===== config.mk =====
export PLATFORM = sky130hd
export DESIGN_NAME = alu_design
export DESIGN_NICKNAME = d
export VERILOG_FILES = /design/src/rtl/alu_design.sv
export SDC_FILE = /design/constraint.sdc
export NUM_CORES = 1
export LEC_CHECK = 0
export CORE_AREA = 2 2 95 51
export CTS_CLUSTER_DIAMETER = 30
export DETAILED_ROUTE_END_ITERATION = 10
export DIE_AREA = 0 0 97 53
export PLACE_DENSITY = 0.85
export RECOVER_POWER = 50
export SYNTH_ARGS = -nofsm -noshare
export SYNTH_HDL_FRONTEND = slang
export SYNTH_SLANG_ARGS = --single-unit

===== constraint.sdc =====
create_clock -name clk -period 7.7 [get_ports clk]
set_input_delay 1.54 -clock clk [delete_from_list [all_inputs] [get_ports clk]]
set_output_delay 1.54 -clock clk [all_outputs]
set_load 0.03 [all_outputs]

===== src/rtl/alu_design.sv =====
// Integer ALU leaf execution unit with a single registered result stage.
// Operands and opcode are captured on an accepted cycle; result and status
// flags appear one clock later. Outputs are driven only from registers.
module alu_design #(
    parameter int unsigned WIDTH = 8
) (
    input  logic             clk,
    input  logic             rst,
    input  logic             in_valid,
    input  logic [WIDTH-1:0] A,
    input  logic [WIDTH-1:0] B,
    input  logic [3:0]       op,
    output logic             out_valid,
    output logic [WIDTH-1:0] out,
    output logic             zero,
    output logic             carry,
    output logic             negative,
    output logic             overflow,
    output logic             op_err
);

    typedef enum logic [3:0] {
        OpAdd  = 4'd0,
        OpSub  = 4'd1,
        OpAnd  = 4'd2,
        OpOr   = 4'd3,
        OpXor  = 4'd4,
        OpShl  = 4'd5,
        OpShr  = 4'd6,
        OpSar  = 4'd7,
        OpEq   = 4'd8
    } alu_op_e;

    // WIDTH always fits in WIDTH bits for WIDTH >= 2, so B can be compared directly.
    localparam logic [WIDTH-1:0] SHIFT_LIMIT = WIDTH'(WIDTH);

    // Next-state values for the result stage
    logic [WIDTH-1:0] res_d;
    logic             carry_d;
    logic             overflow_d;
    logic             op_err_d;
    logic             zero_d;

    // Registered state
    logic [WIDTH-1:0] res_q;
    logic             carry_q;
    logic             overflow_q;
    logic             op_err_q;
    logic             zero_q;
    logic             valid_q;

    // Shared arithmetic with an extra bit to expose carry/borrow
    logic [WIDTH:0]   sum_ext;
    logic [WIDTH:0]   diff_ext;
    logic             shift_big;
    logic             a_msb;
    logic             b_msb;
    logic [WIDTH-1:0] sar_res;

    // Adder, subtractor and shift-range detect
    always_comb begin
        sum_ext   = {1'b0, A} + {1'b0, B};
        diff_ext  = {1'b0, A} - {1'b0, B};
        shift_big = (B >= SHIFT_LIMIT);
        a_msb     = A[WIDTH-1];
        b_msb     = B[WIDTH-1];
        sar_res   = $unsigned($signed(A) >>> B[WIDTH-1:0]);
    end

    // Opcode decode and result/flag selection
    always_comb begin
        res_d      = '0;
        carry_d    = 1'b0;
        overflow_d = 1'b0;
        op_err_d   = 1'b0;

        case (op)
            OpAdd: begin
                res_d      = sum_ext[WIDTH-1:0];
                carry_d    = sum_ext[WIDTH];
                overflow_d = (a_msb == b_msb) && (sum_ext[WIDTH-1] != a_msb);
            end
            OpSub: begin
                res_d      = diff_ext[WIDTH-1:0];
                // Top bit of the widened difference is set exactly when A < B unsigned.
                carry_d    = diff_ext[WIDTH];
                overflow_d = (a_msb != b_msb) && (diff_ext[WIDTH-1] != a_msb);
            end
            OpAnd: res_d = A & B;
            OpOr:  res_d = A | B;
            OpXor: res_d = A ^ B;
            OpShl: begin
                if (shift_big) begin
                    res_d = '0;
                end else begin
                    res_d = A << B;
                end
            end
            OpShr: begin
                if (shift_big) begin
                    res_d = '0;
                end else begin
                    res_d = A >> B;
                end
            end
            OpSar: begin
                if (shift_big) begin
                    res_d = {WIDTH{a_msb}};
                end else begin
                    res_d = sar_res;
                end
            end
            OpEq: begin
                res_d = {{(WIDTH-1){1'b0}}, (A == B)};
            end
            default: begin
                res_d    = '0;
                op_err_d = 1'b1;
            end
        endcase

        zero_d = (res_d == '0);
    end

    // Result stage: reset clears everything, idle cycles hold the last result.
    // zero is registered alongside the result so it reads 0 out of reset
    // while still tracking out == 0 for every accepted operation.
    always_ff @(posedge clk) begin
        if (rst) begin
            res_q      <= '0;
            carry_q    <= 1'b0;
            overflow_q <= 1'b0;
            op_err_q   <= 1'b0;
            zero_q     <= 1'b0;
            valid_q    <= 1'b0;
        end else begin
            valid_q <= in_valid;
            if (in_valid) begin
                res_q      <= res_d;
                carry_q    <= carry_d;
                overflow_q <= overflow_d;
                op_err_q   <= op_err_d;
                zero_q     <= zero_d;
            end
        end
    end

    // Output drive straight from registers
    always_comb begin
        out_valid = valid_q;
        out       = res_q;
        zero      = zero_q;
        carry     = carry_q;
        negative  = res_q[WIDTH-1];
        overflow  = overflow_q;
        op_err    = op_err_q;
    end

endmodule


==> results.toml <==
[place]
post-place-ws_ns = 2.65
numPlacedInstances = 397
place_congestion = 1.06
dp_hpwl_mm = 6.78
placed_cell_area_mm2 = 0.00284
portBuffers = 36

[detailed_routing]
drt_iter0_markers = 340
drc_errors = 0
wl_per_cell_um = 21.3
via_count = 2785
viasPerCell = 6.95
drt_pass1_iterations = 6
wl_mm = 8.56
ant_nets = 0

[sta]
fmax_mhz = 201
setup_viol = 0
hold_viol = 0
tightestPinTransition_ns = 0.723
slew_viol_final = 0
timing.hold.ws_ns = 0.464
timing.setup.tns_ns = 0
max_slew_margin_pct = 51.2
fin_skew_ns = 0
grt_setup_unrepaired = "no"
final.period_utilization_pct = 64.7
post-route-min-period_ns = 4.99
timing.final.ws_setup_ns = 2.71

[worst_setup_path]
endpoint_kind = "flip-flop"
worstReg2RegStart = "out[6]"
crit_path_start_kind = "input pin"
crit_start = "B[2]"
path_max_fanout = 20
r2r_cells = 2
path_class = "input pin to flip-flop"
cp.arrival_ns = 5.15
r2r_end = "out[6]"
r2r_setup_slack_ns = 6.89
cp.required_ns = 7.87
cp-endpoint = "zero"

[floorplanning]
die_x_um = 97
rows = 17
ios = 37
die_h_um = 53
die_area_mm2 = 0.00514
core_mm2 = 0.00428
start_util_pct = 58.7

[synthesis]
ys_ff_latch = 13
async_flop_share_pct = 0
synth_top_area_share_pct = 12.0
synth_common_cells = "nor2_1, ha_1, nand2_1"
yosysTopAreaCell = "ha_1"
synth-warning-count = 0
synth_edf_count = 0
synth.cell_area_mm2 = 0.00251
synth-seq-area-share_pct = 10.4
synthTopCellsByArea = "ha_1, dfxtp_1, mux4_2"
synth-main-ff-cell = "dfxtp_1"
yosys.cell_count.top_type = "nor2_1"
synth_cells = 324
syn_avg_cell_area_um2 = 7.75
syn_nets = 373
yosysUniqueCellTypes = 72

[clock_network]
clock_path_buffers = 2
cts.sinks = 13
post-cts-setup-buffers = 0
cts-hold-fix-buffers = 0
numCtsBuffers = 3
cts_max_level = 1
clk_pin_slew_ns = 0.06
post_cts_resized = 0
clkLatencyLatePin_ns = 0.25
tritoncts = "done"
cts_root_buffer = "clkbuf_8"

[global_route]
grt_max_degree = 30
grt_pass1_wl_mm = 13.5
grt_pass1_vias = 2383
antenna_found_initial = 0
grt_overflow_total = 0
grt_use_total_pct = 34.0

[finish]
final_cells = 401
final_area_mm2 = 0.00289
drive_gt1_share_pct = 9.01
syn_to_final_growth_pct = 15.0
antenna_cells = 0
nets = 394

[power]
vdd_drop_max_mv = 0.113
power_density_mw_per_mm2 = 103
p_leak_uw = 0.00118

[hold_path]
hold_class = "flip-flop to flip-flop"
hold_path_startpoint = "op_err"

[status]
status = "finished clean"

[run]
cap_violations = 0
-- cell type report --
| class | count | area, um2 |
|---|---|---|
| fill | 365 | 1390 |
| inverter | 23 | 86.3 |
| timing repair buffer | 42 | 405 |
| sequential | 13 | 260 |
| multi-input combinational | 262 | 2020 |
| clock buffer | 4 | 45.0 |
| tap | 57 | 71.3 |
-- report_power, final --
group | switching (uW) | internal (uW) | total (uW)
Clock | 26.5 | 36.7 | 63.2
Sequential | 2.05 | 71.9 | 73.9
Combinational | 98.0 | 63.9 | 162
Total | 127 | 172 | 299
-- registers in the layout, summed over array words and instances, names as in the netlist --
register and cells:
overflow 1, carry 1, zero 1, out 8, out_valid 1, op_err 1
-- through the flow --
stage	power [uW]	utilization, %
2_1_floorplan	182	-
3_3_place_gp	232	66.5
3_5_place_dp	233	66.5
4_1_cts	295	67.6
5_1_grt	314	67.6
6_report	299	67.6
-- worst min path at each step --
stage	to	slack [ns]	cells after the start
floorplan	op_err	0.59	2
global placement	op_err	0.45	2
detailed placement	op_err	0.46	2
CTS	op_err	0.47	2
global route	overflow	0.50	2
finish	op_err	0.46	2
-- layout by cell type, fill, tap and decap left out, types with 3 or more instances in the layout --
master            n
a221oi_1          8
a211oi_1          9
mux4_2            6
nor4_1            4
nand3_1          14
ha_1             24
inv_1            21
clkbuf_8          3
o211ai_1          3
nand3b_1          3
a31oi_1           6
o21ai_0          11
and2_0            3
nor2_1           32
dlygate4sd3_1    13
o22ai_1           4
nor3_1            9
nor3b_1           3
nand2_1          22
dfxtp_1          13
buf_4             6
a21oi_1          16
nor2b_1           8
o211a_1           3
mux2i_1           7
nand4_1           6
clkdlybuf4s50_1  23
o21bai_1          5
-- critical path, cell delays in order --
cell             delay (ns)
clkdlybuf4s50_1        0.94
inv_1                  0.34
ha_1                   0.47
nand3_1                0.11
o22ai_1                0.09
o41ai_1                0.61
o32ai_1                0.24
nor4bb_2               0.42
nand4_1                0.16
o31ai_2                0.23
-- layer usage --
metal	vias up	track usage [%]	part of all wire, %
li1	1277	-	-
met1	1289	51.7	47
met2	203	42.8	36
met3	16	15.6	16
met4	0	3.99	1.1
met5	-	0	0
-- cell families after synthesis --
kind of cell	after synthesis	share of synthesized area, %
compound gates	99	30.7
buf+inv	49	9.17
fa+ha+maj	26	13.6
flops	13	10.4
simple gates	119	24.8
mux	16	10.7
xor+xnor	2	0.698
Power figures use the tool's default switching activity.
==> variant 1: new RTL, same flow settings <==
Change the parameter `WIDTH` from 8 to 6.
--- a/src/rtl/alu_design.sv
+++ b/src/rtl/alu_design.sv
@@ -3,5 +3,5 @@
 // flags appear one clock later. Outputs are driven only from registers.
 module alu_design #(
-    parameter int unsigned WIDTH = 8
+    parameter int unsigned WIDTH = 6
 ) (
     input  logic             clk,
Interface: changed (resized A, B and out); port bits go from 37 to 31. No check against the original RTL was run, so the function may have changed too.
==> variant 1 against the original RTL <==
Sequential cell count shrank 2; sequential power shrank 15%; synthesized area shrank 26%; register-to-register slack gained 70 ps; clock power shrank 4.6%; cell area shrank 25%; first-iteration DRC count grew 9.4%; critical path depth is the same; power shrank 19%; combinational power shrank 26%; setup slack gained 190 ps; wire length shrank 26%; critical endpoint unchanged; largest cell class unchanged; largest power group unchanged; highest routed layer unchanged.
==> variant 1: results (changes against the original RTL) <==
status -> complete, no violations
xor and xnor fraction of the mapped netlist area -> 0.0190 (+0.0120)
Final Max Tran Viols -> 0 (unchanged)
Antenna diodes -> 0 (unchanged)
Slew Limit Headroom -> 0.389 (-0.123)
Final #Nets -> 314 (-20%)
sequential fraction of the synthesis area -> 0.119 (+0.0155)
DR pass1 iterations -> 5 (-1)
hpwl dp -> 4950 µm (-27%)
Root Buffer -> clkbuf_8
ys async rst share -> 0 (unchanged)
top layer in use -> met4
total setup buffers inserted after CTS -> 0 (unchanged)
max reg flops -> 6 (-2)
Hold Crit Class -> reg2reg
first-pass GRT wire length -> 9710 µm (-28%)
critical path's slowest cell -> clkdlybuf4s50_1
post-synthesis compound-gate area fraction -> 0.297 (-0.0102)
reg-to-reg slack, setup -> 6960 ps (+70 ps)
clock input transition at the sequential cells of the worst setup and hold paths -> 50 ps
top cells by count, synth -> 30 x nor2_1, 19 x inv_1, 18 x ha_1
largest net degree at the start of global routing -> 24 (-20%)
max incr delay on CP -> 1070 ps (+130 ps)
WL/cell -> 19.1 µm (-11%)
Post-CTS Resized -> 0 (unchanged)
total track usage -> 0.243 (-0.0976)
Pleak -> 0.000869 µW (-26%)
maximum VDD drop -> 0.0964 mV (-15%)
Synth cell types -> 52 (-28%)
vias per cell -> 6.46 (-7.0%)
Yosys warning count -> 0 (unchanged)
initial antenna violation count -> 0 (unchanged)
met3 wire len -> 1020 µm (-27%)
DR WL met2 -> 2340 µm (-24%)
post-synth net total -> 300 (-20%)
CTS Buffer Depth -> 2 (unchanged)
initial DRC count -> 372 (+9.4%)
IO Port Bufs -> 30 (-17%)
H-tree Lvls -> 1 (unchanged)
dominant cells by area after synthesis -> ha_1 12%, dfxtp_1 12%, nor2_1 6.1%, a21oi_1 4.6%, mux2i_1 4.3%
mux share of post-synthesis cell area -> 0.0555 (-0.0516)
Metal-1 WL -> 2870 µm (-28%)
Fillers -> 398 (+9.0%)
Worst Clk Skew -> 0 ps (unchanged)
worst skew pair latency -> 240 ps
vias in the first global route -> 1832 (-23%)
CP max FO -> 22 (+10%)
adder-cell area share of the yosys netlist -> 0.144 (+0.00801)
layout cells sized above 1 -> 0.0365 (-0.0536)
arrival time at the worst endpoint -> 4940 ps (-210 ps)
GPL Wtd Cong -> 1.08 (+1.9%)
-- variant 1: cell count changes in the layout (fill, tap and decap cells not counted), moves of 4 or more --
cell,before,now
nand2_1,22,16
clkdlybuf4s50_1,23,19
a221oi_1,8,0
o21ai_0,11,7
ha_1,24,18
buf_4,6,0
nand2b_1,2,10
nor2b_1,8,2
mux4_2,6,1
-- variant 1: worst paths after layout --
kind | to | startpoint | depth (start not counted)
worst min register to register | overflow$_SDFFE_PP0P_ | overflow$_SDFFE_PP0P_ | 2
worst max-delay path | zero$_SDFFE_PP0P_ | B[1] | 10
worst max register to register | out[2]$_SDFFE_PP0P_ | out[2]$_SDFFE_PP0P_ | 2
worst min-delay path | overflow$_SDFFE_PP0P_ | overflow$_SDFFE_PP0P_ | 2
-- variant 1: logic make-up (layout without fill, tap and decap cells) --
logic type / after synthesis / count (layout)
AOI/OAI and AO/OA: 75 / 75
xor gates and xnor gates: 4 / 4
adders and majority gates: 20 / 20
buffers and inverters: 40 / 53
DFF: 11 / 11
muxes: 9 / 9
and+or+nand+nor: 102 / 102
-- variant 1: through the flow --
step	std cells	area [µm²]	hold WS, ps	setup WS (ps)
final	331	2170	471	2910
after global routing	331	2170	510	2770
after CTS	331	2170	480	3050
after detailed placement	327	2120	473	2820
after global placement	327	2120	463	2850
after floorplan	261	1850	594	4160
-- variant 1: per-layer routing --
layer,global-route usage,vias up
met5,0,-
met4,0.0540,0
met3,0.0898,13
met2,0.308,156
met1,0.370,982
li1,-,988
-- variant 1: layout make-up --
type,count,area (µm²),share of cell area
repair buffers,30,300,0.138
multi-input cells,210,1460,0.673
flip-flops and latches,11,220,0.101
clock buffers,3,41.3,0.0190
well taps,57,71.3,0.0329
clock inverters,1,5.00,0.00231
inverters,19,71.3,0.0329
-- variant 1: worst max-delay path, delay by kind of cell --
family | cells | cell delay, ps
AO/OA/AOI/OAI | 3 | 630
XOR/XNOR | 1 | 210
adder cells (fa/ha/maj) | 1 | 440
buffers and inverters | 2 | 1360
AND/OR/NAND/NOR | 3 | 760
-- variant 1: power breakdown --
group | internal [µW] | switching [µW]
sequential | 60.8 | 2.16
clock | 35.8 | 24.5
combinational | 44.6 | 75.5
==> variant 2: new RTL, config.mk and constraints unchanged <==
Without the edit above. Reset style: asynchronous (`rst`), changed in one clocked block.
--- a/src/rtl/alu_design.sv
+++ b/src/rtl/alu_design.sv
@@ -126,5 +126,5 @@
     // zero is registered alongside the result so it reads 0 out of reset
     // while still tracking out == 0 for every accepted operation.
-    always_ff @(posedge clk) begin
+    always_ff @(posedge clk or posedge rst) begin
         if (rst) begin
             res_q      <= '0;
Function: differs if rst is asserted again (counterexample within 4 cycles, from zero or initial values and one cycle with rst high); with rst held inactive, the same outputs for 10 cycles.
==> variant 2 against the original RTL <==
Cell area is 0.26% higher; power is 4.1% higher; sequential share of layout area is 2.2 points higher; count of clock-buffer cells in the layout stayed put; sequential cell count stayed put; global-route usage is 1.7 points lower; final cell count is 0.25% higher; wire length is 3.4% lower; register-to-register slack better by 70 ps; synthesized area hardly changed; setup slack worse by 8.0 ps; combinational power is 6% higher; sequential power is 4.9% higher.
==> variant 2: results (changes against the original RTL) <==
fraction of area in multi-input gates -> 0.689 (-0.0100)
status -> complete, no violations
ys async rst share -> 1.00 (+1.00)
WL/cell -> 20.6 µm (-3.7%)
total track usage -> 0.323 (-0.0174)
largest net degree at the start of global routing -> 28 (-6.7%)
initial DRC count -> 445 (+31%)
met3 wire len -> 1230 µm (-12%)
pre-CTS setup slack -> 2470 ps (-187 ps)
Synth cell types -> 60 (-17%)
Seq Cell Count -> 13 (unchanged)
Non-clock buffers -> 37 (-12%)
Fillers -> 344 (-5.8%)
switching share of power -> 0.428 (+0.00438)
Flop pwr share -> 0.249 (+0.002)
Comb group -> 172 µW (+6%)
Metal-1 WL -> 3810 µm (-4.4%)
invs w/o clock -> 24 (+4.3%)
max incr delay on CP -> 1150 ps (+210 ps)
post-synth net total -> 376 (+0.80%)
dominant cells by area after synthesis -> dfrtp_1 13%, ha_1 12%, mux4_2 5.4%, mux2i_1 5.2%, nor2_1 4.2%
GPL Wtd Cong -> 1.03 (-2.9%)
vias after detailed routing -> 2765 (-0.72%)
hpwl dp -> 6650 µm (-1.9%)
layout cells sized above 1 -> 0.0609 (-0.0292)
Clock buf/inv share -> 0.0156 (-0.0000404)
CP max FO -> 25 (+25%)
DR WL met2 -> 3160 µm (+2.4%)
Layout non-clock buf frac -> 0.127 (-0.0133)
top cells by count, synth -> 28 x nor2_1, 24 x ha_1, 24 x inv_1, 24 x nand2_1, 18 x a21oi_1
-- variant 2: cell types whose count changed in the layout (fill, tap and decap cells not counted), sizes merged, moves of 6 or more --
cell / unedited run / this run
mux2i: 7 / 13
dfrtp: 0 / 13
nor3: 10 / 16
dfxtp: 13 / 0
a221oi: 8 / 0
o211ai: 4 / 13
-- variant 2: final timing paths --
| path | to | cells past startpoint | start | slack [ps] |
|---|---|---|---|---|
| max in group asynchronous | out[4]$_DFFE_PP0P_ | 2 | rst | 5610 |
| max reg2reg | out[7]$_DFFE_PP0P_ | 1 | out[7]$_DFFE_PP0P_ | 6960 |
| max | zero$_DFFE_PP0P_ | 10 | B[1] | 2710 |
| min in group asynchronous | out[3]$_DFFE_PP0P_ | 2 | rst | 1760 |
| min reg2reg | zero$_DFFE_PP0P_ | 2 | zero$_DFFE_PP0P_ | 490 |
| min | zero$_DFFE_PP0P_ | 2 | zero$_DFFE_PP0P_ | 490 |
-- variant 2: cells by family (layout without fill, tap and decap cells) --
kind of cell,count (synthesis),count (layout),share of synthesized area
compound gates,89,89,0.251
xor+xnor,9,9,0.0314
fa+ha+maj,26,26,0.135
buf+inv,47,65,0.0757
flops,13,13,0.129
mux,21,21,0.115
simple gates,122,122,0.263
-- variant 2: per-stage QoR --
stage / hold slack [ps] / std cells / power, µW / area [µm²]
2_1_floorplan: 668 / 327 / 188 / 2510
3_3_place_gp: 470 / 398 / 244 / 2850
4_1_cts: 491 / 402 / 308 / 2900
6_report: 486 / 402 / 311 / 2900
5_1_grt: 493 / 402 / 327 / 2900
3_5_place_dp: 477 / 398 / 246 / 2850
-- variant 2: routing by layer --
layer / global-route usage / vias to the layer above
met5: 0 / -
met4: 0.0141 / 0
met3: 0.0991 / 8
met2: 0.442 / 204
met1: 0.505 / 1301
li1: - / 1252
